File: config.mk
export PLATFORM = sky130hd
export DESIGN_NAME = nem_ohmux_sel_ctrl
export DESIGN_NICKNAME = d
export VERILOG_FILES = /design/src/rtl/nem_ohmux_sel_ctrl.sv
export SDC_FILE = /design/constraint.sdc
export NUM_CORES = 1
export LEC_CHECK = 0
export ABC_AREA = 0
export BUFFER_PORTS_ARGS = -buffer_cell sky130_fd_sc_hd__buf_2
export CORE_UTILIZATION = 50
export DETAILED_ROUTE_END_ITERATION = 12
export PLACE_DENSITY_LB_ADDON = 0.05
export SYNTH_ARGS = -nofsm -noshare
export SYNTH_HDL_FRONTEND = slang
export SYNTH_SLANG_ARGS = --single-unit
File: constraint.sdc
create_clock -name clk -period 5.8 [get_ports clk]
set_input_delay 1.16 -clock clk [delete_from_list [all_inputs] [get_ports clk]]
set_output_delay 1.16 -clock clk [all_outputs]
set_load 0.005 [all_outputs]
File: src/rtl/nem_ohmux_sel_ctrl.sv
// rtl/nem_ohmux_sel_ctrl.sv - break-before-make one-hot select sequencer for a NEM-relay mux
module nem_ohmux_sel_ctrl #(
   parameter int N_IN     = 4,
   parameter int SEL_W    = 2,
   parameter int T_BREAK  = 4,
   parameter int T_SETTLE = 8,
   parameter int CNT_W    = 16
) (
   input  logic             clk,
   input  logic             rst_n,
   input  logic             req_valid,
   output logic             req_ready,
   input  logic [SEL_W-1:0] req_sel,
   input  logic             req_off,
   output logic [N_IN-1:0]  S,
   output logic             sel_valid,
   output logic [SEL_W-1:0] cur_sel,
   output logic             req_err,
   output logic [CNT_W-1:0] act_count
);

   // One timer serves both the break and the settle phases, so it is sized for the longer one.
   localparam int T_MAX = (T_BREAK > T_SETTLE) ? T_BREAK : T_SETTLE;
   localparam int TC_W  = $clog2(T_MAX + 1);
   localparam logic [TC_W-1:0]  BRK_LD   = TC_W'(T_BREAK - 1);
   localparam logic [TC_W-1:0]  SET_LD   = TC_W'(T_SETTLE - 1);
   localparam logic [SEL_W:0]   N_IN_EXT = (SEL_W + 1)'(N_IN);

   typedef enum logic [1:0] {
      ST_OFF,
      ST_BREAK,
      ST_SETTLE,
      ST_ACTIVE
   } state_t;

   state_t            state_q;
   logic [TC_W-1:0]   cnt_q;
   logic [SEL_W-1:0]  tgt_q;
   logic              tgt_off_q;
   logic [N_IN-1:0]   s_q;
   logic              sel_valid_q;
   logic [SEL_W-1:0]  cur_sel_q;
   logic              req_err_q;
   logic [CNT_W-1:0]  act_count_q;
   logic [CNT_W-1:0]  act_count_d;
   logic              accept;
   logic              sel_bad;
   logic              same_sel;

   function automatic logic [N_IN-1:0] onehot(input logic [SEL_W-1:0] idx);
      logic [N_IN-1:0] v;
      for (int i = 0; i < N_IN; i++) begin
         v[i] = (idx == SEL_W'(i));
      end
      return v;
   endfunction

   // Handshake and request classification; ready is purely a function of the state.
   assign req_ready   = (state_q == ST_OFF) || (state_q == ST_ACTIVE);
   assign accept      = req_valid && req_ready;
   assign sel_bad     = ({1'b0, req_sel} >= N_IN_EXT);
   assign same_sel    = (req_sel == cur_sel_q);
   assign act_count_d = (act_count_q == '1) ? act_count_q : act_count_q + 1'b1;

   assign S         = s_q;
   assign sel_valid = sel_valid_q;
   assign cur_sel   = cur_sel_q;
   assign req_err   = req_err_q;
   assign act_count = act_count_q;

   // Sequencer: a select only rises from OFF or after a full break with S held at zero.
   always_ff @(posedge clk or negedge rst_n) begin
      if (!rst_n) begin
         state_q     <= ST_OFF;
         cnt_q       <= '0;
         tgt_q       <= '0;
         tgt_off_q   <= 1'b0;
         s_q         <= '0;
         sel_valid_q <= 1'b0;
         cur_sel_q   <= '0;
         req_err_q   <= 1'b0;
         act_count_q <= '0;
      end else begin
         req_err_q <= 1'b0;
         case (state_q)
            ST_OFF, ST_ACTIVE: begin
               if (accept) begin
                  if (req_off) begin
                     if (state_q == ST_ACTIVE) begin
                        s_q         <= '0;
                        sel_valid_q <= 1'b0;
                        tgt_off_q   <= 1'b1;
                        cnt_q       <= BRK_LD;
                        state_q     <= ST_BREAK;
                     end
                  end else if (sel_bad) begin
                     req_err_q <= 1'b1;
                  end else if (state_q == ST_ACTIVE) begin
                     if (!same_sel) begin
                        s_q         <= '0;
                        sel_valid_q <= 1'b0;
                        tgt_q       <= req_sel;
                        tgt_off_q   <= 1'b0;
                        cnt_q       <= BRK_LD;
                        state_q     <= ST_BREAK;
                     end
                  end else begin
                     // S is already zero in OFF, so the new select can rise at once.
                     s_q         <= onehot(req_sel);
                     cur_sel_q   <= req_sel;
                     act_count_q <= act_count_d;
                     cnt_q       <= SET_LD;
                     state_q     <= ST_SETTLE;
                  end
               end
            end
            ST_BREAK: begin
               if (cnt_q != '0) begin
                  cnt_q <= cnt_q - 1'b1;
               end else if (tgt_off_q) begin
                  cur_sel_q <= '0;
                  state_q   <= ST_OFF;
               end else begin
                  s_q         <= onehot(tgt_q);
                  cur_sel_q   <= tgt_q;
                  act_count_q <= act_count_d;
                  cnt_q       <= SET_LD;
                  state_q     <= ST_SETTLE;
               end
            end
            ST_SETTLE: begin
               if (cnt_q != '0) begin
                  cnt_q <= cnt_q - 1'b1;
               end else begin
                  sel_valid_q <= 1'b1;
                  state_q     <= ST_ACTIVE;
               end
            end
            default: state_q <= ST_OFF;
         endcase
      end
   end

endmodule

==> flow_metrics.tcl <==
set metrics [dict create \
    status "finished, final reports clean" \
    firstDrtPassIters 4 \
    worstRegToRegCells 6 \
    grt_pass1_wl_um 6630 \
    routabilityCongestion 0.832 \
    numCtsBuffers 5 \
    cts_setup_buffers 0 \
    initial_utilization_pct 53.7 \
    r2r_slack_ns 3.29 \
    r2r_end "S[3]$_DFFE_PN0P_" \
    synth_seq_cells 32 \
    wl_um 3730 \
    insertion_delay_ns 0.35 \
    hpwl_um 2760 \
    crit_start "state_q[0]$_DFFE_PN0P_" \
    power.density_nw_per_um2 499 \
    synthToLayoutAreaGrowth_pct 12.8 \
    synth.distinct_cells 42 \
    hold_ws_ns 0.502 \
    rsz0062_at_grt "no" \
    setup_tns_ns 0 \
    p_int_mw 0.585 \
    first_iter_violations 100 \
    ant_nets 0 \
    synth_most_common_cell "dfrtp_1" \
    vias 1472 \
    cts_num_sinks 32 \
    postCtsHoldBufs 0 \
    critical_path_class "register to output port" \
    cp_data_required_time_ns 4.64 \
    startpoint_type "register" \
    cts.path.max_buffers 2 \
    finalNonFillerCells 258 \
    synth_ff_type "dfrtp_1" \
    report.final.slew_viol_count 0 \
    netlist_top_cells_area "dfrtp_1 (44%), xnor2_1 (5.7%), mux2_2 (5.5%), ha_1 (4.1%), nand2_1 (3.7%)" \
    portBuffers 29 \
    synth_area_per_cell_um2 10.1 \
    timing.max_cap.violations 0 \
    maxSlewHeadroom_pct 53.1 \
    clk_pin_slew_ns 0.09 \
    min_path_type "register to register" \
    synth_edf_count 0 \
    crit_end "req_ready" \
    drc 0 \
    syn_inst 182 \
    drive_above_1_share_pct 23.1 \
    cts_tree "done" \
    dieArea_um2 3920 \
    track_usage_pct 21.8 \
    swShare_pct 43.3 \
    fin_crit_ns 2.66 \
    p_switching_mw 0.448 \
    diodes 0 \
    hold_viol 0 \
    die_x_um 62.6 \
    num_rows 21 \
    fin_nets 223 \
    clockRootBuffer "clkbuf_4" \
    leakagePower_nw 0.940 \
    whs_path_depth 1 \
    wl_per_cell_um 14.5 \
    worst_setup_path_end_kind "output port" \
    synth_area_um2 1840 \
    fillerInstances 304 \
    num_io_pins 31 \
    setup_viol 0 \
    fin_skew_ns 0.00990 \
    yosysWarnings 0 \
    die_y_um 62.6 \
    grt.overflow.total 0 \
    min_period_over_period_pct 45.9 \
    synth_area_leader_cell "dfrtp_1" \
    cp.arrival_ns 1.50 \
    coreArea_um2 3420 \
    synth_nets 194 \
    synth_commonest_cells "dfrtp_1 (32), nand2_1 (18), o21ai_0 (12), xnor2_1 (12), inv_1 (10)" \
    postSynth.asyncResetShare_pct 100 \
    combinationalPowerShare_pct 50.6 \
    clkPwrFrac_pct 13.5 \
    synth_top_area_share_pct 43.6 \
    htreeDepth 2 \
    peakVddDrop_mv 0.267 \
    via_per_inst 5.71 \
    dp_cells 250 \
    cp_max_fo 14 \
    grt_max_degree 33 \
    grt_pass1_vias 1408 \
    antenna_found_initial 0 \
    cts.repair.resized 0 \
    p_seq_share_pct 36.0 \
    rr_startpoint "cnt_q[0]$_DFFE_PN0P_" \
    fmax_mhz 375 \
    worstMarginPinSlew_ns 0.703 \
    ys_seq_area_share_pct 43.6 \
]
power by group through the flow:
stage	Sequential [mW]	Clock [mW]	Combinational, mW
3_5_place_dp	0.377	0	0.518
2_1_floorplan	0.364	0	0.391
6_report	0.371	0.139	0.522
5_1_grt	0.387	0.156	0.583
3_3_place_gp	0.371	0	0.506
4_1_cts	0.372	0.144	0.521
sequential cells by signal (all words and copies together), names as in the netlist:
| signal | count |
|---|---|
| S | 4 |
| act_count | 16 |
| cnt_q | 4 |
| cur_sel | 2 |
| sel_valid | 1 |
| state_q | 2 |
| tgt_off_q | 1 |
| tgt_q | 2 |
worst min-delay path by stage:
stage / from / end / slack, ns
floorplan: act_count[6]$_DFFE_PN0P_ / act_count[6]$_DFFE_PN0P_ / 0.48
global placement: act_count[6]$_DFFE_PN0P_ / act_count[6]$_DFFE_PN0P_ / 0.47
detailed placement: act_count[6]$_DFFE_PN0P_ / act_count[6]$_DFFE_PN0P_ / 0.50
CTS: act_count[6]$_DFFE_PN0P_ / act_count[6]$_DFFE_PN0P_ / 0.51
global route: act_count[6]$_DFFE_PN0P_ / act_count[6]$_DFFE_PN0P_ / 0.54
finish: act_count[6]$_DFFE_PN0P_ / act_count[6]$_DFFE_PN0P_ / 0.50
area by class of cell:
type	instances	area, um2	share of cell area (%)
clock inverters	1	7.51	0.363
multi-input cells	133	967	46.7
repair buffers	29	145	7.01
inverters	10	37.5	1.81
clock buffers	7	55.1	2.66
well taps	46	57.6	2.78
flip-flops and latches	32	801	38.7
cell usage in the layout (no fill, tap or decap), drive strengths merged, types with 2 or more instances in the layout:
cell / Yosys / layout
mux2i: 3 / 3
nor3: 5 / 5
a32o: 2 / 2
buf: 1 / 29
xnor2: 12 / 12
xor2: 3 / 3
inv: 10 / 10
o211a: 2 / 2
nand3: 7 / 7
o21ai: 12 / 12
nand2: 18 / 18
a21oi: 4 / 4
nor2b: 2 / 2
dfrtp: 32 / 32
clkbuf: 6 / 7
ha: 6 / 6
and3: 4 / 4
o31ai: 2 / 2
nand4: 7 / 7
nor3b: 4 / 4
mux2: 9 / 9
nand2b: 4 / 4
o211ai: 2 / 2
nor4: 4 / 4
nor2: 5 / 5
and4: 2 / 2
kinds of logic after synthesis:
logic type / after synthesis / synth area share [%]
and+or+nand+nor: 65 / 20.2
buffers and inverters: 17 / 3.68
DFF: 32 / 43.6
muxes: 12 / 7.16
other: 1 / 0.204
adders and majority gates: 6 / 4.09
AOI/OAI and AO/OA: 34 / 13.8
xor gates and xnor gates: 15 / 7.16
worst max-delay path, stage by stage, from the launching register on:
cell and delay [ns]:
dfrtp_1 0.41, inv_1 0.06, ha_1 0.51, buf_2 0.19
routing by layer:
layer / up-vias / track usage, % / share of wire, %
met1: 713 / 29.4 / 49
met2: 35 / 33.4 / 45
met5: - / 0 / 0
met3: 8 / 6.02 / 5.0
met4: 0 / 7.85 / 1.8
li1: 716 / - / -
metrics by stage:
stage	area [um2]	setup WS (ns)	util, %	total power, mW
2_1_floorplan	1840	3.06	-	0.754
3_3_place_gp	2010	2.93	58.8	0.877
3_5_place_dp	2010	2.84	58.8	0.895
4_1_cts	2070	3.13	60.6	1.04
5_1_grt	2070	3.03	60.6	1.13
6_report	2070	3.14	60.6	1.03
Power figures use the tool's default switching activity.
